<file path="config.mk">
export PLATFORM = sky130hd
export DESIGN_NAME = piso_serializer
export DESIGN_NICKNAME = d
export VERILOG_FILES = /design/src/rtl/piso_pkg.sv /design/src/rtl/piso_serializer.sv
export SDC_FILE = /design/constraint.sdc
export NUM_CORES = 1
export LEC_CHECK = 0
export ABC_AREA = 0
export BUFFER_PORTS_ARGS = -buffer_cell sky130_fd_sc_hd__buf_2
export CAP_MARGIN = 20
export CORE_MARGIN = 2
export CORE_UTILIZATION = 45
export CTS_BUF_LIST = sky130_fd_sc_hd__clkbuf_16
export DETAILED_ROUTE_END_ITERATION = 6
export PLACE_DENSITY = 0.74
export SLEW_MARGIN = 15
export SYNTH_ARGS = -nofsm -noshare
export SYNTH_HDL_FRONTEND = slang
export SYNTH_SLANG_ARGS = --single-unit
</file>
<file path="constraint.sdc">
create_clock -name clk -period 5 [get_ports clk]
set_input_delay 0 -clock clk [delete_from_list [all_inputs] [get_ports clk]]
set_output_delay 0 -clock clk [all_outputs]
set_load 0.005 [all_outputs]
</file>
<file path="src/rtl/piso_pkg.sv">
// Shared types and constants for the parallel-in serial-out stage.
// Imported by piso_serializer.
package piso_pkg;

  typedef enum logic [0:0] {
    IDLE  = 1'b0,
    SHIFT = 1'b1
  } state_e;

  localparam logic IDLE_BIT_DEF = 1'b0;

  function automatic int cnt_w(input int width);
    return (width < 2) ? 1 : $clog2(width);
  endfunction

endpackage

</file>
<file path="src/rtl/piso_serializer.sv">
// Parallel-in serial-out stage with a one-word holding register.
// Feeds sequence detectors one bit per clock.
module piso_serializer
  import piso_pkg::*;
#(
  parameter int   WIDTH     = 8,
  parameter int   MSB_FIRST = 1,
  parameter logic IDLE_BIT  = IDLE_BIT_DEF
) (
  input  logic             clk,
  input  logic             rst,
  input  logic [WIDTH-1:0] din,
  input  logic             load_valid,
  output logic             load_ready,
  output logic             sout,
  output logic             sout_valid,
  output logic             frame_start,
  output logic             busy
);

  localparam int CNT_W = cnt_w(WIDTH);
  localparam logic [CNT_W-1:0] LAST = CNT_W'(WIDTH - 1);

  state_e           state;
  logic [CNT_W-1:0] bit_cnt;
  logic [WIDTH-1:0] shreg;
  logic [WIDTH-1:0] hold;
  logic             hold_full;
  logic             fstart_q;
  logic             accept;
  logic             out_bit;
  logic [WIDTH-1:0] shifted;

  assign accept  = load_valid & ~hold_full;
  assign out_bit = (MSB_FIRST != 0) ? shreg[WIDTH-1] : shreg[0];
  assign shifted = (MSB_FIRST != 0) ? (shreg << 1) : (shreg >> 1);

  always_ff @(posedge clk or negedge rst) begin
    if (!rst) begin
      state     <= IDLE;
      bit_cnt   <= '0;
      shreg     <= '0;
      hold      <= '0;
      hold_full <= 1'b0;
      fstart_q  <= 1'b0;
    end else begin
      fstart_q <= 1'b0;
      unique case (state)
        IDLE: begin
          if (accept) begin
            shreg    <= din;
            bit_cnt  <= '0;
            state    <= SHIFT;
            fstart_q <= 1'b1;
          end
        end
        SHIFT: begin
          unique case (1'b1)
            (bit_cnt != LAST): begin
              shreg   <= shifted;
              bit_cnt <= bit_cnt + CNT_W'(1);
              if (accept) begin
                hold      <= din;
                hold_full <= 1'b1;
              end
            end
            // Last bit on the wire: chain the next word with no bubble.
            (bit_cnt == LAST && hold_full): begin
              shreg     <= hold;
              hold_full <= 1'b0;
              bit_cnt   <= '0;
              fstart_q  <= 1'b1;
            end
            (bit_cnt == LAST && !hold_full && accept): begin
              shreg    <= din;
              bit_cnt  <= '0;
              fstart_q <= 1'b1;
            end
            default: begin
              state   <= IDLE;
              bit_cnt <= '0;
            end
          endcase
        end
        default: state <= IDLE;
      endcase
    end
  end

  assign load_ready  = ~hold_full;
  assign sout_valid  = (state == SHIFT);
  assign sout        = (state == SHIFT) ? out_bit : IDLE_BIT;
  assign frame_start = fstart_q;
  assign busy        = (state == SHIFT) | hold_full;

endmodule

</file>
==> flow_metrics.env <==
export IMPL_critical_path_top_delay_family="adder cells"
export IMPL_synth_avg_cell_area_um2=10.64
export IMPL_holdBufCountCts=4
export IMPL_area_delta_synth_final_pct=18.98
export IMPL_pin_count=16
export IMPL_seqCellArea_um2=550.5
export IMPL_antenna_left=0
export IMPL_p_total_mw=0.8140
export IMPL_die_h_um=52.87
export IMPL_nFillCells=203
export IMPL_maxCapViolations=0
export IMPL_root_buffer="clkbuf_16"
export IMPL_syn_area_um2=1075
export IMPL_crit_path_start_kind="flop"
export IMPL_grt_max_degree=23
export IMPL_cts_sinks=22
export IMPL_status="finished, final reports clean"
export IMPL_synthTopCellsByCount="dfrtp_1 (22), nand2_1 (14), o21ai_0 (12)"
export IMPL_worst_path_buf_inv=1
export IMPL_route_detailed_drc=0
export IMPL_grt_pass1_wl_um=3450
export IMPL_io_buffers=15
export IMPL_fin_crit_sh_pct=38.13
export IMPL_cp_required_ps=5140
export IMPL_async_flop_share_pct=100.0
export IMPL_numCtsBuffers=3
export IMPL_relSlewSlack_pct=59.67
export IMPL_initial_core_util_pct=48.12
export IMPL_ys_warn_count=0
export IMPL_yosysSeqAreaShare_pct=51.22
export IMPL_yosysTopAreaCellShare_pct=51.22
export IMPL_cts_tree="done"
export IMPL_postCtsSetupRepairBufs=0
export IMPL_fin_crit_ps=1906
export IMPL_synth_ff_type="dfrtp_1"
export IMPL_hold_start="din[5]"
export IMPL_fin_worst_skew_ps=2.498
export IMPL_fin_util_pct=57.25
export IMPL_vias=805
export IMPL_cts_reportedPaths_clkPinSlew_ps=60
export IMPL_insertion_delay_ps=250
export IMPL_die_area_um2=2795
export IMPL_rrSetupSlack_ps=3090
export IMPL_synthCells=101
export IMPL_synth_edff_count=0
export IMPL_worst_path_most_repeated_cell="ha_1"
export IMPL_r2r_start="bit_cnt[0]"
export IMPL_place_congestion=0.7554
export IMPL_hold_class="in -> reg"
export IMPL_timing_fmax_mhz=524.5
export IMPL_ys_seq_elements=22
export IMPL_slowest_delay_ps=390
export IMPL_cpMaxStageDelayCell="dfrtp_1"
export IMPL_die_w_um=52.87
export IMPL_fin_tns_setup_ps=0
export IMPL_grt_pass1_vias=764
export IMPL_irDropWorstVdd_mv=0.4818
export IMPL_multi_input_area_um2=461.7
export IMPL_h_tree_depth=1
export IMPL_cts_buffer_depth=2
export IMPL_design_area_um2=1279
export IMPL_finalSetupViolCount=0
export IMPL_cts_resized=0
export IMPL_core_um2=2233
export IMPL_path_cells="ha_1 -> ha_1 -> inv_1 -> nand2_2 -> nor2_4 -> mux2_2"
export IMPL_power_density_nw_per_um2=636.6
export IMPL_dpl_cell_area_um2=1134
export IMPL_antennaDiodeCount=0
export IMPL_drive_gt1_share_pct=28.57
export IMPL_hold_viol=0
export IMPL_path_max_fanout=12
export IMPL_rows=17
export IMPL_arrival_ps=2040
export IMPL_cp_startpoint="bit_cnt[0]"
export IMPL_routed_wl_um=2079
export IMPL_p_leak_nw=0.5900
export IMPL_path_class="reg -> reg"
export IMPL_rsz0062_at_grt="false"
export IMPL_drtIter0Drc=25
export IMPL_end_kind="flop"
export IMPL_yosysTopAreaCell="dfrtp_1"
export IMPL_via_per_inst=5.476
export IMPL_finalNetCount=133
export IMPL_tightest_slew_ps=604.9
export IMPL_synth_nets=114
export IMPL_place_hpwl_um=1523
export IMPL_wl_per_cell_um=14.14
export IMPL_synth_area_leaders="dfrtp_1 (51%), mux2_2 (8.4%), o21ai_0 (5.6%)"
export IMPL_synth_cell_types=25
export IMPL_antenna_found_initial=0
export IMPL_drv_slew=0
export IMPL_synthMostInstantiatedCell="dfrtp_1"
export IMPL_grt_util_all_layers_pct=17.65
export IMPL_globalRoute_totalOverflow=0
export IMPL_drt_first_pass_iters=4
==> routing by layer <==
layer | routed length, um | vias up | GRT usage (%) | share of wire, %
met5 | 0 | - | 0 | 0
met4 | 8 | 0 | 3.846 | 0.38
met3 | 89 | 2 | 5.932 | 4.3
met2 | 937 | 19 | 25.42 | 45
met1 | 1044 | 393 | 25.74 | 50
li1 | - | 391 | - | -
==> layout make-up <==
| type | count | share of cell area, % |
|---|---|---|
| clock inverters | 1 | 2.348 |
| repair buffers | 19 | 9.002 |
| inverters | 3 | 0.8806 |
| well taps | 28 | 2.740 |
| clock buffers | 3 | 5.871 |
| flip-flops and latches | 22 | 43.05 |
| multi-input cells | 71 | 36.11 |
==> report_power, final <==
part           internal, mW  switching [mW]  leakage, nW  total (mW)
clock                 0.159          0.0613       0.0511       0.220
sequential            0.264          0.0588        0.264       0.323
combinational         0.130           0.141        0.275       0.271
total                 0.553           0.261        0.590       0.814
==> cell usage in the layout, fill, tap and decap left out <==
master	count
nand2_2	1
o2bb2ai_1	6
buf_2	15
o211ai_1	1
nor2_1	7
inv_1	2
dlygate4sd3_1	4
o21ai_0	12
a21oi_1	10
nand2b_4	1
nand2_1	14
o21a_1	1
nor2b_1	1
inv_2	1
clkbuf_16	3
ha_1	2
dfrtp_1	22
a31oi_1	2
o21ai_4	1
mux2_2	8
nor2_2	1
o221a_2	1
nor2_4	1
bufinv_16	1
and2_1	1
==> stage by stage <==
step           cells  hold slack, ps  setup slack (ps)
6_report         147           5.440              3094
5_1_grt          147           6.156              2988
3_3_place_gp     139          -13.76              3205
4_1_cts          147           1.640              3090
3_5_place_dp     139          -11.84              3105
2_1_floorplan    101          -295.6              3410
==> state kept, by name, indices dropped and copies added, names as in the netlist <==
name / cells
frame_start: 1
hold: 8
shreg: 8
bit_cnt: 3
hold_full: 1
sout_valid: 1
==> kinds of logic (layout without fill, tap and decap cells) <==
logic type | Yosys count | after routing | share of synthesized area, %
muxes | 8 | 8 | 8.382
buffers and inverters | 8 | 26 | 5.821
adders and majority gates | 2 | 2 | 2.328
AOI/OAI and AO/OA | 34 | 34 | 20.26
DFF | 22 | 22 | 51.22
and+or+nand+nor | 27 | 27 | 11.99
==> path summary, 6_finish.rpt <==
check,cells past startpoint,end
hold / removal,2,hold[5]
min in group asynchronous,2,bit_cnt[2]
hold reg to reg,1,hold[1]
max in group asynchronous,2,shreg[4]
setup reg to reg,6,hold[2]
setup / recovery,6,hold[2]
(Power assumes the default switching activity.)
